File: src/rtl/cnn_pkg.sv
// Shared definitions for the CNN streaming blocks: default geometry, derived
// counter widths, the window-generator FSM states and the window index helper.
package cnn_pkg;

    localparam int DEF_KERNEL_SIZE  = 3;
    localparam int DEF_DATA_WIDTH   = 16;
    localparam int DEF_IMAGE_WIDTH  = 28;
    localparam int DEF_IMAGE_HEIGHT = 28;

    localparam int COL_W = $clog2(DEF_IMAGE_WIDTH);
    localparam int ROW_W = $clog2(DEF_IMAGE_HEIGHT);

    typedef enum logic {
        FILL = 1'b0,
        RUN  = 1'b1
    } win_state_e;

    // Flat position of window element (r, c); must match the convolution engine.
    function automatic int unsigned idx(input int unsigned r, input int unsigned c,
                                        input int unsigned k);
        return r * k + c;
    endfunction

endpackage

File: src/rtl/line_buffer.sv
// One image row of storage, addressed by column. The read returns the value
// stored before this cycle's write (read-before-write at a shared address).
module line_buffer #(
    parameter int DATA_WIDTH = 16,
    parameter int DEPTH      = 28,
    parameter int ADDR_W     = $clog2(DEPTH)
) (
    input  logic                  clock,
    input  logic                  wr_en_i,
    input  logic [ADDR_W-1:0]     addr_i,
    input  logic [DATA_WIDTH-1:0] wr_data_i,
    output logic [DATA_WIDTH-1:0] rd_data_o
);

    logic [DATA_WIDTH-1:0] mem_q [DEPTH];

    // Contents are never cleared: rows are only consumed after being rewritten.
    always_ff @(posedge clock) begin
        if (wr_en_i) begin
            mem_q[addr_i] <= wr_data_i;
        end
    end

    assign rd_data_o = mem_q[addr_i];

endmodule

File: src/rtl/window_generator.sv
// Raster-stream to KxK sliding-window producer (stride 1, no padding).
// Optional frame_done output is enabled by defining WINDOW_FRAME_DONE_EN.
module window_generator
    import cnn_pkg::*;
#(
    parameter int KERNEL_SIZE  = DEF_KERNEL_SIZE,
    parameter int DATA_WIDTH   = DEF_DATA_WIDTH,
    parameter int IMAGE_WIDTH  = DEF_IMAGE_WIDTH,
    parameter int IMAGE_HEIGHT = DEF_IMAGE_HEIGHT
) (
    input  logic                                          clock,
    input  logic                                          reset,
    input  logic [DATA_WIDTH-1:0]                         pixel_in,
    input  logic                                          pixel_valid,
    output logic [DATA_WIDTH*KERNEL_SIZE*KERNEL_SIZE-1:0] window,
    output logic                                          window_valid
`ifdef WINDOW_FRAME_DONE_EN
    ,
    output logic                                          frame_done
`endif
);

    localparam int K  = KERNEL_SIZE;
    localparam int CW = $clog2(IMAGE_WIDTH);
    localparam int RW = $clog2(IMAGE_HEIGHT);

    logic [CW-1:0]         col_q, col_d;
    logic [RW-1:0]         row_q, row_d;
    win_state_e            state_q, state_d;
    logic                  valid_q, valid_d;
    logic                  last_col, last_row;
    logic                  lb_wr_en;

    logic [DATA_WIDTH-1:0] win_q  [K][K];
    logic [DATA_WIDTH-1:0] lb_rd  [K-1];
    logic [DATA_WIDTH-1:0] new_col[K];

    assign last_col = (col_q == CW'(IMAGE_WIDTH - 1));
    assign last_row = (row_q == RW'(IMAGE_HEIGHT - 1));
    assign lb_wr_en = pixel_valid && !reset;

`ifdef WINDOW_FRAME_DONE_EN
    logic done_q, done_d;
`endif

    always_comb begin
        col_d   = col_q;
        row_d   = row_q;
        state_d = state_q;
        valid_d = 1'b0;
`ifdef WINDOW_FRAME_DONE_EN
        done_d  = 1'b0;
`endif
        if (pixel_valid) begin
            if (last_col) begin
                col_d = '0;
                row_d = last_row ? '0 : row_q + RW'(1);
            end else begin
                col_d = col_q + CW'(1);
            end
            case (state_q)
                FILL: begin
                    if (last_col && row_q == RW'(K - 2)) begin
                        state_d = RUN;
                    end
                end
                RUN: begin
                    // Leading K-1 columns would mix in the previous row's tail.
                    valid_d = (col_q >= CW'(K - 1));
                    if (last_col && last_row) begin
                        state_d = FILL;
`ifdef WINDOW_FRAME_DONE_EN
                        done_d  = 1'b1;
`endif
                    end
                end
                default: state_d = FILL;
            endcase
        end
    end

    always_ff @(posedge clock) begin
        if (reset) begin
            state_q <= FILL;
            col_q   <= '0;
            row_q   <= '0;
            valid_q <= 1'b0;
`ifdef WINDOW_FRAME_DONE_EN
            done_q  <= 1'b0;
`endif
        end else begin
            state_q <= state_d;
            col_q   <= col_d;
            row_q   <= row_d;
            valid_q <= valid_d;
`ifdef WINDOW_FRAME_DONE_EN
            done_q  <= done_d;
`endif
        end
    end

    // Line buffers chained newest (K-2) to oldest (0); each passes its old row down.
    genvar gi, gj;
    generate
        for (gi = 0; gi < K - 1; gi++) begin : g_lb
            logic [DATA_WIDTH-1:0] wr_data;
            if (gi == K - 2) begin : g_newest
                assign wr_data = pixel_in;
            end else begin : g_older
                assign wr_data = lb_rd[gi+1];
            end

            line_buffer #(
                .DATA_WIDTH(DATA_WIDTH),
                .DEPTH     (IMAGE_WIDTH),
                .ADDR_W    (CW)
            ) u_line_buffer (
                .clock    (clock),
                .wr_en_i  (lb_wr_en),
                .addr_i   (col_q),
                .wr_data_i(wr_data),
                .rd_data_o(lb_rd[gi])
            );

            assign new_col[gi] = lb_rd[gi];
        end
        assign new_col[K-1] = pixel_in;

        for (gi = 0; gi < K; gi++) begin : g_row
            for (gj = 0; gj < K; gj++) begin : g_col
                localparam int L = idx(gi, gj, K);

                always_ff @(posedge clock) begin
                    if (reset) begin
                        win_q[gi][gj] <= '0;
                    end else if (pixel_valid) begin
                        if (gj == K - 1) begin
                            win_q[gi][gj] <= new_col[gi];
                        end else begin
                            win_q[gi][gj] <= win_q[gi][(gj == K - 1) ? gj : gj + 1];
                        end
                    end
                end

                assign window[DATA_WIDTH*L +: DATA_WIDTH] = win_q[gi][gj];
            end
        end
    endgenerate

    assign window_valid = valid_q;
`ifdef WINDOW_FRAME_DONE_EN
    assign frame_done = done_q;
`endif

endmodule

File: config.mk
export PLATFORM = sky130hd
export DESIGN_NAME = window_generator
export DESIGN_NICKNAME = d
export VERILOG_FILES = /design/src/rtl/cnn_pkg.sv /design/src/rtl/line_buffer.sv /design/src/rtl/window_generator.sv
export SDC_FILE = /design/constraint.sdc
export NUM_CORES = 1
export LEC_CHECK = 0
export ABC_AREA = 1
export CORE_ASPECT_RATIO = 0.5
export CORE_UTILIZATION = 44
export DETAILED_ROUTE_END_ITERATION = 10
export SYNTH_ARGS = -nofsm -noshare
export SYNTH_HDL_FRONTEND = slang
export SYNTH_SLANG_ARGS = --single-unit
File: constraint.sdc
create_clock -name clock -period 14.5 [get_ports clock]
set_input_delay 3.625 -clock clock [delete_from_list [all_inputs] [get_ports clock]]
set_output_delay 3.625 -clock clock [all_outputs]
set_load 0.01 [all_outputs]
==> flow_summary.ini <==
[run_status]
run_status = finished clean

[routing]
drtAntennaViolNets = 0
viasPerCell = 5.33
routedWlPerCell_um = 22.5
drc = 0
wl_mm = 116
drtIter0Drc = 2840
vias = 27400
firstDrtPassIters = 6

[logic_synthesis]
synth_cell_type_count = 31
synth_seq_cells = 1057
syn_area_per_cell_um2 = 11.6
synth_area_leaders = edfxtp_1 (73%), nand2_1 (9.2%), nand3_1 (5.3%)
synth_cells = 3694
yosysTopAreaCellShare_pct = 72.9
synth_area_um2 = 42900
synth_top_area_cell = edfxtp_1
ys_seq_area_share_pct = 73.6
syn_nets = 3720
yosysWarningCount = 0

[placement]
gp_congestion = 0.878
dp_hpwl_mm = 67.0
io_buffers = 163
dp.cells = 4965

[floorplanning]
start_util_pct = 44.7
dieWidth_um = 443
ios = 164
core_um2 = 95900
dieHeight_um = 223
dieArea_um2 = 98800
rows = 80

[critical_path]
start_kind = input port
crit_family = simple AND/OR/NAND/NOR gates
r2r_end = g_lb[0].u_line_buffer.mem_q[19][12]
crit_type = input port to flip-flop
worst_path_largest_cell_delay_ps = 1140
rr_worst_depth = 10
path_max_fanout = 32
cp-end-kind = flip-flop
crit_path_cell_trace = clkdlybuf4s50_1, inv_1, nor2_2, buf_4, nand2_1, nor2_4
rrSetupSlack_ps = 9840
path_buf_inv = 3
crit_required_ps = 14790
critPathArrivalTime_ps = 6310
critical_path.slowest_cell = nor2_4

[clocking]
cts-hold-fix-buffers = 0
clock_path_buffers = 3
postCtsSetupBuffers = 0
clk-insertion-delay-late_ps = 700
cts_tree = yes
cts_root_buffer = clkbuf_16
clkTransAtPathRegs_ps = 70
numCtsBuffers = 95
cts_sinks = 1057
cts_resized = 0
cts_max_level = 3

[timing]
hold_ws_ps = 500
final.setup.tns_ps = 0
tightest_slew_ps = 1290
finClkSkew_ps = 29.0
rsz0062_at_grt = no
clock.fmax_mhz = 166
finalMaxSlewViolations = 0
final_hold_viol_count = 0
post-route-period-util_pct = 41.5
setup_viol = 0
period_needed_ps = 6020
relSlewSlack_pct = 13.9

[worst_hold_path]
hold_start = state_q
whs_endpoint = state_q
min_delay_path_depth = 2
min-delay-path-class = flip-flop to flip-flop

[grt]
grt_pass1_wl_mm = 170
grtUsageMet1_pct = 33.3
globalRouteMet2Util_pct = 36.2
grt_antenna_before_repair = 4
overflow = 0
grt_pass1_vias = 26000
busiest_layer = met2
grt.met3_usage_pct = 3.66
grt_max_degree = 144
globalRouteTotalUtil_pct = 23.3

[layout]
nets = 3817
synthToLayoutAreaGrowth_pct = 13.1
nFillCells = 8280
seqCellArea_um2 = 31600
layout-drive-gt1-share_pct = 5.82
finalNonFillerCells = 5138
multiInputGateArea_um2 = 9300
diodes = 0

[power_and_ir_drop]
power_leakage_nw = 18.0
p_seq_share_pct = 53.1
peakVddDrop_uv = 83.4
switchingPower_w = 0.00155
switching_share_pct = 23.8
combPwrFrac_pct = 8.6
p_int_w = 0.00498
powerDensity_nw_per_um2 = 135
p_clk_share_pct = 38.3

[flow_run]
max_cap_violations = 0
## area by class of cell
type	instances	area share, %
repair buffers	205	3.91
clock inverters	38	0.635
multi-input cells	2147	19.2
flip-flops and latches	1057	65.2
well taps	1271	3.28
clock buffers	135	5.60
inverters	285	2.24
## cells in the final DEF (no fill, tap or decap), drive strengths merged
master,count
o32ai,1
o311ai,1
buf,55
clkinv,31
clkdlybuf4s50,150
o21ai,154
nand3,454
edfxtp,1040
xnor2,1
dfxtp,17
a21oi,24
o22ai,10
inv,286
bufinv,5
nand4,5
nor3b,1
or2,2
xor2,3
nand2,1050
nor2,409
o211ai,21
nor3,2
clkbuf,135
a211oi,1
o21bai,1
clkinvlp,1
ha,7
## cells by family (layout without fill, tap and decap cells)
| kind of cell | Yosys count | after routing | share of synthesized area, % |
|---|---|---|---|
| buf+inv | 490 | 663 | 5.17 |
| flops | 1057 | 1057 | 73.6 |
| simple gates | 1923 | 1923 | 18.2 |
| xor+xnor | 4 | 4 | 0.0817 |
| compound gates | 213 | 213 | 2.68 |
| fa+ha+maj | 7 | 7 | 0.204 |
## layer usage
metal | wire [um] | vias up
li1 | - | 12700
met1 | 50900 | 13400
met2 | 52800 | 1052
met3 | 8280 | 185
met4 | 3670 | 2
met5 | 13 | -
## Yosys cell counts
library cell and count:
nand2_1 1050, edfxtp_1 1040, nand3_1 454, nor2_1 408
inv_1 280, o21ai_0 119, buf_2 81, clkbuf_1 48
o21ai_1 34, buf_4 28, buf_1 26, a21oi_1 24
buf_6 21, o211ai_1 21, dfxtp_1 17, o22ai_1 10
ha_1 7, inv_2 5, nand4_1 5, xor2_1 3
nor3_1 2, or2_2 2, a211oi_1 1, buf_8 1
nor2_2 1, nor3b_1 1, o21ai_2 1, o21bai_1 1
o311ai_0 1, o32ai_1 1, xnor2_1 1
## worst reg2reg max path, cell delays in order, from the launching register on
cell     delay (ps)
dfxtp_4         540
inv_8           650
buf_4          1130
nand2_1         110
nand3_1         120
nand2_1          80
nand2_1          80
nand3_1         110
nand3_1         100
nand2_1         280
inv_1          1040
## per-stage QoR
step	util [%]	area, um^2	power (W)	setup WS, ps
after floorplan	-	42900	0.00383	7080
after global placement	47.4	45500	0.00409	7860
after detailed placement	47.4	45500	0.00410	7810
after CTS	50.6	48500	0.00656	8560
after global routing	50.6	48500	0.00671	8400
final	50.6	48500	0.00653	8480
## power groups by stage
| stage | registers [W] | logic (W) | clock network (W) |
|---|---|---|---|
| after detailed placement | 0.00354 | 0.000558 | 0 |
| after CTS | 0.00347 | 0.000561 | 0.00253 |
| final | 0.00347 | 0.000561 | 0.00250 |
| after global routing | 0.00348 | 0.000604 | 0.00264 |
| after floorplan | 0.00354 | 0.000293 | 0 |
| after global placement | 0.00354 | 0.000554 | 0 |
## sequential cells by signal, summed over array words and instances, names as in the netlist, named ones only
signal	count
row_q	5
window_valid	1
col_q	5
g_lb.u_line_buffer.mem_q	896
win_q	144
state_q	1
## how the worst max path moves through the flow
stage | cells past startpoint | endpoint | start
2_1_floorplan | 3 | flip-flop | pixel_valid
3_3_place_gp | 6 | g_lb[0].u_line_buffer.mem_q[5][8] | pixel_valid
3_5_place_dp | 6 | g_lb[0].u_line_buffer.mem_q[5][8] | pixel_valid
4_1_cts | 6 | g_lb[0].u_line_buffer.mem_q[5][8] | pixel_valid
5_1_grt | 6 | g_lb[0].u_line_buffer.mem_q[5][1] | pixel_valid
6_report | 6 | g_lb[0].u_line_buffer.mem_q[5][15] | pixel_valid
(Power assumes the default switching activity.)
